$ cat config.mk
export PLATFORM = sky130hd
export DESIGN_NAME = fcs_check_flat
export DESIGN_NICKNAME = d
export VERILOG_FILES = /design/src/rtl/ether_pkg.sv /design/src/rtl/fcs_check_if.sv /design/src/rtl/crc32_step.sv /design/src/rtl/fcs_check.sv /design/src/flat_wrapper.sv
export SDC_FILE = /design/constraint.sdc
export NUM_CORES = 1
export LEC_CHECK = 0
export ABC_CLOCK_PERIOD_IN_PS = 4900
export CORE_MARGIN = 2
export CORE_UTILIZATION = 55
export CTS_BUF_LIST = sky130_fd_sc_hd__clkbuf_16
export CTS_CLUSTER_DIAMETER = 60
export DETAILED_ROUTE_END_ITERATION = 8
export HOLD_SLACK_MARGIN = 0.05
export PLACE_DENSITY = 0.86
export SYNTH_ARGS = -nofsm -noshare
export SYNTH_HDL_FRONTEND = slang
export SYNTH_SLANG_ARGS = --single-unit
export TNS_END_PERCENT = 30
$ cat constraint.sdc
create_clock -name clk -period 4.9 [get_ports clk]
set_clock_uncertainty 0.15 [all_clocks]
set_input_delay 0.98 -clock clk [delete_from_list [all_inputs] [get_ports clk]]
set_output_delay 0.98 -clock clk [all_outputs]
set_load 0.005 [all_outputs]
$ cat src/rtl/ether_pkg.sv
// Shared constants and types for the Ethernet receive path.
// CRC constants are in reflected (LSB-first) form.
package ether_pkg;

    localparam logic [31:0] CRC32_POLY_REFL = 32'hEDB88320;
    localparam logic [31:0] CRC32_SEED      = 32'hFFFFFFFF;
    localparam logic [31:0] CRC32_RESIDUE   = 32'hDEBB20E3;

    localparam int unsigned DEF_MIN_BYTES = 64;
    localparam int unsigned DEF_MAX_BYTES = 1518;

    typedef enum logic [1:0] {
        ST_IDLE,
        ST_RUN,
        ST_DRAIN
    } fcs_state_e;

endpackage

$ cat src/rtl/fcs_check_if.sv
// Beat stream into the FCS checker and the per-frame status / counters it returns.
interface fcs_check_if #(
    parameter int unsigned DATA_WIDTH = 2,
    parameter int unsigned CNT_WIDTH  = 16
) ();

    logic                  axiiv;
    logic [DATA_WIDTH-1:0] axiid;

    logic                  done;
    logic                  kill;
    logic                  status_valid;
    logic                  crc_err;
    logic                  runt;
    logic                  giant;
    logic                  align_err;
    logic [CNT_WIDTH-1:0]  frame_bytes;
    logic [CNT_WIDTH-1:0]  good_count;
    logic [CNT_WIDTH-1:0]  bad_count;

    modport master (
        output axiiv, axiid,
        input  done, kill, status_valid, crc_err, runt, giant, align_err,
        input  frame_bytes, good_count, bad_count
    );

    modport slave (
        input  axiiv, axiid,
        output done, kill, status_valid, crc_err, runt, giant, align_err,
        output frame_bytes, good_count, bad_count
    );

endinterface

$ cat src/rtl/crc32_step.sv
// Combinational reflected CRC-32 update folding DATA_WIDTH bits, data[0] first.
module crc32_step
    import ether_pkg::*;
#(
    parameter int unsigned DATA_WIDTH = 2
) (
    input  logic [31:0]           crc_in,
    input  logic [DATA_WIDTH-1:0] data,
    output logic [31:0]           crc_out
);

    always_comb begin
        crc_out = crc_in;
        for (int unsigned i = 0; i < DATA_WIDTH; i++) begin
            crc_out = (crc_out >> 1) ^ ((crc_out[0] ^ data[i]) ? CRC32_POLY_REFL : '0);
        end
    end

endmodule

$ cat src/rtl/fcs_check.sv
// Ethernet FCS, length and byte-alignment checker on the post-SFD beat stream.
// Produces sticky per-frame status and saturating good/bad frame counters.
module fcs_check
    import ether_pkg::*;
#(
    parameter int unsigned DATA_WIDTH = 2,
    parameter int unsigned MIN_BYTES  = DEF_MIN_BYTES,
    parameter int unsigned MAX_BYTES  = DEF_MAX_BYTES,
    parameter int unsigned CNT_WIDTH  = 16
) (
    input logic        clk,
    input logic        rst,
    fcs_check_if.slave bus
);

    if (DATA_WIDTH != 2 && DATA_WIDTH != 8) begin : g_bad_width
        $error("fcs_check: DATA_WIDTH must be 2 or 8");
    end

    localparam int unsigned BEATS_PER_BYTE = 8 / DATA_WIDTH;
    localparam int unsigned SHIFT          = $clog2(BEATS_PER_BYTE);
    localparam int unsigned BEAT_LIMIT     = (MAX_BYTES + 1) * BEATS_PER_BYTE;
    localparam int unsigned BW_LEN         = $clog2(BEAT_LIMIT + 1);
    localparam int unsigned BW_CNT         = CNT_WIDTH + SHIFT + 1;
    // Wide enough that a saturated beat count always reads as giant and
    // frame_bytes saturation can be detected from the upper bits.
    localparam int unsigned BEAT_W         = (BW_LEN > BW_CNT) ? BW_LEN : BW_CNT;
    localparam logic [BEAT_W-1:0] ALIGN_MASK = BEAT_W'(BEATS_PER_BYTE - 1);

    fcs_state_e state_q, state_d;
    logic       first_beat, next_beat, eval;

    logic [31:0]       crc_q, crc_prev, crc_next;
    logic [BEAT_W-1:0] beats_q, bytes_full;

    logic                 crc_err_d, runt_d, giant_d, align_err_d, kill_d;
    logic [CNT_WIDTH-1:0] frame_bytes_d;

    logic                 done_q, kill_q, status_valid_q;
    logic                 crc_err_q, runt_q, giant_q, align_err_q;
    logic [CNT_WIDTH-1:0] frame_bytes_q, good_q, bad_q;

    // First beat restarts from the seed so back-to-back frames need no clear cycle.
    assign crc_prev = (state_q == ST_RUN) ? crc_q : CRC32_SEED;

    crc32_step #(
        .DATA_WIDTH(DATA_WIDTH)
    ) u_step (
        .crc_in (crc_prev),
        .data   (bus.axiid),
        .crc_out(crc_next)
    );

    always_ff @(posedge clk) begin
        if (rst) begin
            state_q <= ST_DRAIN;
        end else begin
            state_q <= state_d;
        end
    end

    always_comb begin
        state_d    = state_q;
        first_beat = 1'b0;
        next_beat  = 1'b0;
        eval       = 1'b0;
        unique case (state_q)
            ST_IDLE: begin
                if (bus.axiiv) begin
                    state_d    = ST_RUN;
                    first_beat = 1'b1;
                end
            end
            ST_RUN: begin
                if (bus.axiiv) begin
                    next_beat = 1'b1;
                end else begin
                    state_d = ST_IDLE;
                    eval    = 1'b1;
                end
            end
            ST_DRAIN: begin
                if (!bus.axiiv) begin
                    state_d = ST_IDLE;
                end
            end
            default: state_d = ST_DRAIN;
        endcase
    end

    always_comb begin
        bytes_full    = beats_q >> SHIFT;
        align_err_d   = |(beats_q & ALIGN_MASK);
        runt_d        = bytes_full < BEAT_W'(MIN_BYTES);
        giant_d       = bytes_full > BEAT_W'(MAX_BYTES);
        crc_err_d     = crc_q != CRC32_RESIDUE;
        kill_d        = crc_err_d | runt_d | giant_d | align_err_d;
        frame_bytes_d = (|bytes_full[BEAT_W-1:CNT_WIDTH]) ? '1 : bytes_full[CNT_WIDTH-1:0];
    end

    always_ff @(posedge clk) begin
        if (rst) begin
            crc_q          <= CRC32_SEED;
            beats_q        <= '0;
            done_q         <= 1'b0;
            kill_q         <= 1'b0;
            status_valid_q <= 1'b0;
            crc_err_q      <= 1'b0;
            runt_q         <= 1'b0;
            giant_q        <= 1'b0;
            align_err_q    <= 1'b0;
            frame_bytes_q  <= '0;
            good_q         <= '0;
            bad_q          <= '0;
        end else begin
            status_valid_q <= 1'b0;
            if (first_beat) begin
                crc_q       <= crc_next;
                beats_q     <= BEAT_W'(1);
                done_q      <= 1'b0;
                kill_q      <= 1'b0;
                crc_err_q   <= 1'b0;
                runt_q      <= 1'b0;
                giant_q     <= 1'b0;
                align_err_q <= 1'b0;
            end else if (next_beat) begin
                crc_q <= crc_next;
                if (beats_q != '1) begin
                    beats_q <= beats_q + BEAT_W'(1);
                end
            end else if (eval) begin
                done_q         <= 1'b1;
                status_valid_q <= 1'b1;
                kill_q         <= kill_d;
                crc_err_q      <= crc_err_d;
                runt_q         <= runt_d;
                giant_q        <= giant_d;
                align_err_q    <= align_err_d;
                frame_bytes_q  <= frame_bytes_d;
                if (kill_d) begin
                    if (bad_q != '1) begin
                        bad_q <= bad_q + CNT_WIDTH'(1);
                    end
                end else if (good_q != '1) begin
                    good_q <= good_q + CNT_WIDTH'(1);
                end
            end
        end
    end

    assign bus.done         = done_q;
    assign bus.kill         = kill_q;
    assign bus.status_valid = status_valid_q;
    assign bus.crc_err      = crc_err_q;
    assign bus.runt         = runt_q;
    assign bus.giant        = giant_q;
    assign bus.align_err    = align_err_q;
    assign bus.frame_bytes  = frame_bytes_q;
    assign bus.good_count   = good_q;
    assign bus.bad_count    = bad_q;

endmodule

$ cat src/flat_wrapper.sv
// flat-port wrapper written by rule: the top's interface ports become plain ports
module fcs_check_flat import ether_pkg::*;
#(
    parameter int unsigned DATA_WIDTH = 2,
    parameter int unsigned MIN_BYTES  = DEF_MIN_BYTES,
    parameter int unsigned MAX_BYTES  = DEF_MAX_BYTES,
    parameter int unsigned CNT_WIDTH  = 16
)
  (clk, rst, bus_axiiv, bus_axiid, bus_done, bus_kill, bus_status_valid, bus_crc_err, bus_runt, bus_giant, bus_align_err, bus_frame_bytes, bus_good_count, bus_bad_count);
  fcs_check_if #(.DATA_WIDTH(DATA_WIDTH), .CNT_WIDTH(CNT_WIDTH)) bus_i ();
  input logic clk;
  input logic rst;
  input wire logic [$bits(bus_i.axiiv)-1:0] bus_axiiv;
  input wire logic [$bits(bus_i.axiid)-1:0] bus_axiid;
  output wire logic [$bits(bus_i.done)-1:0] bus_done;
  output wire logic [$bits(bus_i.kill)-1:0] bus_kill;
  output wire logic [$bits(bus_i.status_valid)-1:0] bus_status_valid;
  output wire logic [$bits(bus_i.crc_err)-1:0] bus_crc_err;
  output wire logic [$bits(bus_i.runt)-1:0] bus_runt;
  output wire logic [$bits(bus_i.giant)-1:0] bus_giant;
  output wire logic [$bits(bus_i.align_err)-1:0] bus_align_err;
  output wire logic [$bits(bus_i.frame_bytes)-1:0] bus_frame_bytes;
  output wire logic [$bits(bus_i.good_count)-1:0] bus_good_count;
  output wire logic [$bits(bus_i.bad_count)-1:0] bus_bad_count;
  assign bus_i.axiiv = bus_axiiv;
  assign bus_i.axiid = bus_axiid;
  assign bus_done = bus_i.done;
  assign bus_kill = bus_i.kill;
  assign bus_status_valid = bus_i.status_valid;
  assign bus_crc_err = bus_i.crc_err;
  assign bus_runt = bus_i.runt;
  assign bus_giant = bus_i.giant;
  assign bus_align_err = bus_i.align_err;
  assign bus_frame_bytes = bus_i.frame_bytes;
  assign bus_good_count = bus_i.good_count;
  assign bus_bad_count = bus_i.bad_count;
  fcs_check #(.DATA_WIDTH(DATA_WIDTH), .MIN_BYTES(MIN_BYTES), .MAX_BYTES(MAX_BYTES), .CNT_WIDTH(CNT_WIDTH)) u_core (.clk(clk), .rst(rst), .bus(bus_i));
endmodule
==> results.ini <==
[worst_setup_path]
r2r_start=u_core.state_q[1]$_SDFFE_PP1P_
cp_cell_instances=inv_1, ha_1, nand2b_1, a31oi_1, nand3_1, nor4_1, mux2_1
critPathSlowestCell=sky130_fd_sc_hd__ha_1
r2r_end=u_core.bus.good_count[12]$_SDFFE_PP0P_
worst-endpoint-required_ns=4.98
timing.critical_path.from_type=flop
critPathKind=flop to flop
critical_path.n_buffers_inverters=1
crit_family=simple AND/OR/NAND/NOR gates
worst_setup_path_end_kind=flop
timing.critical_path.fanout_max=26
worst_ep_arrival_time_ns=3.66
critical_path.max_stage_delay_ns=0.76
worst_r2r_path_depth=7
minimum_setup_slack_among_reg_to_reg_paths_ns=1.31

[final_layout]
postLayoutCellArea_um2=5850
layout.nets=630
n_fill_cell=700
insertedDiodeCount=0
drive_above_1_share_pct=3.54
growth_of_design_area_from_synthesis_to_finish_pct=18.0

[die]
initial_core_utilization_pct=56.9
die_outline_area_um2=9790
boundaryPins=60
core_region_area_um2=8720
die_ht_um=99.0
fp.dieW_um=99.0
row_count=34

[global_route]
grt_overflow=0
maximum_number_of_pins_on_one_net_before_global_route_repair=55
first_global_vias=3910
first_pass_grt_wire_length_mm=18.3
grt_antenna_before_repair=0
groute.usage.overall_pct=22.6

[clock_tree]
path_clk_slew_ns=0.06
cts_max_path_buffers=2
root_buffer=sky130_fd_sc_hd__clkbuf_16
tritoncts.num_buffers=9
cts_sinks=108
htree_levels=3
clk_latency_ns=0.34
tritoncts=built
post_cts_resized=0
post-cts-setup-buffer-count=0
hold_buffers=0

[drt]
drt_wl_total_mm=11.0
ant_nets=0
drtPass1Iterations=5
route.detailed.vias_per_inst=5.86
drc=0
routed_wire_length_per_instance_um=15.1
num_vias=4270
initialDrtViolationCount=168

[timing]
achievable-frequency_ghz=0.279
setup_repair_after_global_routing_missed_its_margin=no
holdWs_ns=0.314
final.min_clock_period_ns=3.59
worst_slew_margin_rel_pct=31.5
worstMarginPinSlew_ns=1.02
final.period_utilization_pct=73.2
number_of_endpoints_with_negative_hold_slack_in_the_final_report=0
finalSetupTns_ns=0
report.final.setup_viol=0
report.final.slew_viol_count=0

[placed_design]
buffer_ports.inserted=59
gp_congestion=0.846
hpwl_detailed_mm=7.34
place_area_um2=5580

[logic_synthesis]
synthesized_netlist_net_count=590
synth_area_leaders=sky130_fd_sc_hd__dfxtp_1 44%, sky130_fd_sc_hd__nor2_1 5.8%, sky130_fd_sc_hd__xnor2_1 4.9%
seq_total_area_yosys_pct=43.6
post_synth.cell_area_avg_um2=8.59
synth.cell_area_um2=4960
post-synth-top-area-fraction_pct=43.6
cell_type_with_the_highest_aggregate_area_in_the_netlist=sky130_fd_sc_hd__dfxtp_1
synth_warn=0
yosysUniqueCellTypes=46
postSynth.asyncResetShare_pct=0
synth.ff_latch_count=108
number_of_flops_mapped_to_enable_cells_by_yosys=0
postSynthCellCount=577
ys_dominant_reg_cell=sky130_fd_sc_hd__dfxtp_1

[min_path]
hold_end=u_core.bus.runt$_SDFFE_PP0P_
worst_hold_path.num_cells=2
min-delay-path-class=flop to flop
holdCritStartpoint=u_core.bus.runt$_SDFFE_PP0P_

[flow_run]
max_capacitance_violation_count=0

[pwr]
vdd_drop_max_mv=0.191
p_per_area_nw_per_um2=317
static_leakage_nw=1.95

[status]
run_status=complete, no violations

routing by layer:
metal / routed length, µm / up-vias / global-route usage, %
met5: 0 / - / 0
met4: 199 / 0 / 9.48
met3: 462 / 18 / 4.47
met2: 5460 / 105 / 38.2
met1: 4850 / 2022 / 28.1
li1: - / 2125 / -
tightest hold or removal path: stages (launching register included):
cell and delay [ns]:
sky130_fd_sc_hd__dfxtp_1 0.31, sky130_fd_sc_hd__nand2_1 0.05, sky130_fd_sc_hd__a21oi_1 0.05
Yosys cell counts, types with 6 or more instances:
master	instances
sky130_fd_sc_hd__nor3_1	39
sky130_fd_sc_hd__xnor2_1	28
sky130_fd_sc_hd__clkbuf_1	25
sky130_fd_sc_hd__o21ai_1	7
sky130_fd_sc_hd__o21ai_0	10
sky130_fd_sc_hd__nand2b_1	26
sky130_fd_sc_hd__o31ai_1	9
sky130_fd_sc_hd__inv_1	10
sky130_fd_sc_hd__a211o_1	21
sky130_fd_sc_hd__ha_1	8
sky130_fd_sc_hd__a21oi_1	31
sky130_fd_sc_hd__or3_1	16
sky130_fd_sc_hd__nand4_1	12
sky130_fd_sc_hd__nor4_1	7
sky130_fd_sc_hd__o22ai_1	11
sky130_fd_sc_hd__and3_1	6
sky130_fd_sc_hd__nand2_1	27
sky130_fd_sc_hd__dfxtp_1	108
sky130_fd_sc_hd__nor2b_1	13
sky130_fd_sc_hd__xor2_1	10
sky130_fd_sc_hd__nand3_1	19
sky130_fd_sc_hd__nor2_1	76
sky130_fd_sc_hd__or4_1	11
state kept, by name, summed over array words and instances, names as in the netlist:
register,cells
u_core.bus.runt,1
u_core.bus.done,1
u_core.state_q,2
u_core.bus.bad_count,16
u_core.bus.status_valid,1
u_core.bus.kill,1
u_core.bus.frame_bytes,16
u_core.beats_q,19
u_core.bus.crc_err,1
u_core.crc_q,32
u_core.bus.align_err,1
u_core.bus.giant,1
u_core.bus.good_count,16
final cells by class:
| cell class | count | area [µm²] | share of cell area [%] |
|---|---|---|---|
| clock buffers | 9 | 225 | 3.85 |
| clock inverters | 6 | 48.8 | 0.834 |
| inverters | 10 | 37.5 | 0.641 |
| multi-input cells | 426 | 2640 | 45.0 |
| flip-flops and latches | 108 | 2160 | 36.9 |
| well taps | 108 | 135 | 2.31 |
| repair buffers | 62 | 608 | 10.4 |
cell usage in the layout (no fill, tap or decap), types with 3 or more instances in the layout:
master	instances
sky130_fd_sc_hd__clkinv_1	3
sky130_fd_sc_hd__and3_1	6
sky130_fd_sc_hd__dfxtp_1	108
sky130_fd_sc_hd__mux2i_1	3
sky130_fd_sc_hd__nor2b_1	12
sky130_fd_sc_hd__or3_1	16
sky130_fd_sc_hd__nor4_1	7
sky130_fd_sc_hd__o22ai_1	11
sky130_fd_sc_hd__o21ai_0	10
sky130_fd_sc_hd__nand3_1	19
sky130_fd_sc_hd__mux2_1	4
sky130_fd_sc_hd__xor2_1	10
sky130_fd_sc_hd__a211oi_1	4
sky130_fd_sc_hd__nand4b_1	4
sky130_fd_sc_hd__inv_1	12
sky130_fd_sc_hd__nor2_1	76
sky130_fd_sc_hd__nand2b_1	26
sky130_fd_sc_hd__xnor2_1	28
sky130_fd_sc_hd__o21ai_1	6
sky130_fd_sc_hd__nor3_1	39
sky130_fd_sc_hd__clkdlybuf4s50_1	58
sky130_fd_sc_hd__o31ai_1	9
sky130_fd_sc_hd__a21oi_1	31
sky130_fd_sc_hd__nand4_1	12
sky130_fd_sc_hd__clkbuf_16	9
sky130_fd_sc_hd__or4_1	11
sky130_fd_sc_hd__ha_1	8
sky130_fd_sc_hd__a211o_1	21
sky130_fd_sc_hd__nand2_1	27
sky130_fd_sc_hd__buf_4	3
sky130_fd_sc_hd__and4_1	3
where the power goes:
part | internal (mW) | total (mW) | switching (mW)
logic | 0.0956 | 0.212 | 0.116
clock network | 0.385 | 0.686 | 0.301
registers | 0.924 | 0.958 | 0.0336
cell families after synthesis:
kind of cell	count (synthesis)	synth area share (%)
and+or+nand+nor	269	28.8
muxes	7	1.51
AOI/OAI and AO/OA	102	13.3
adders and majority gates	8	2.02
xor gates and xnor gates	40	7.37
buffers and inverters	43	3.36
DFF	108	43.6
worst max path at each step:
stage / endpoint / start / slack, ns / depth (start not counted)
after floorplan: u_core.bus.good_count[14]$_SDFFE_PP0P_ / bus_axiiv / 2.26 / 7
after global placement: u_core.bus.good_count[12]$_SDFFE_PP0P_ / bus_axiiv / 1.20 / 6
after detailed placement: u_core.bus.good_count[12]$_SDFFE_PP0P_ / bus_axiiv / 1.09 / 6
after CTS: u_core.bus.good_count[12]$_SDFFE_PP0P_ / u_core.state_q[1]$_SDFFE_PP1P_ / 1.30 / 7
after global routing: u_core.bus.good_count[12]$_SDFFE_PP0P_ / u_core.state_q[1]$_SDFFE_PP1P_ / 0.95 / 7
final: u_core.bus.good_count[12]$_SDFFE_PP0P_ / u_core.state_q[1]$_SDFFE_PP1P_ / 1.31 / 7
per-stage QoR:
step	std cells	worst slack [ns]	utilization, %	power, mW
5_1_grt	729	0.945	67.1	1.93
2_1_floorplan	577	2.26	-	1.13
4_1_cts	729	1.30	67.1	1.87
3_3_place_gp	714	1.20	64.0	1.18
3_5_place_dp	714	1.09	64.0	1.19
6_report	729	1.31	67.1	1.86
Note: power is estimated with default switching activity, not from simulation.
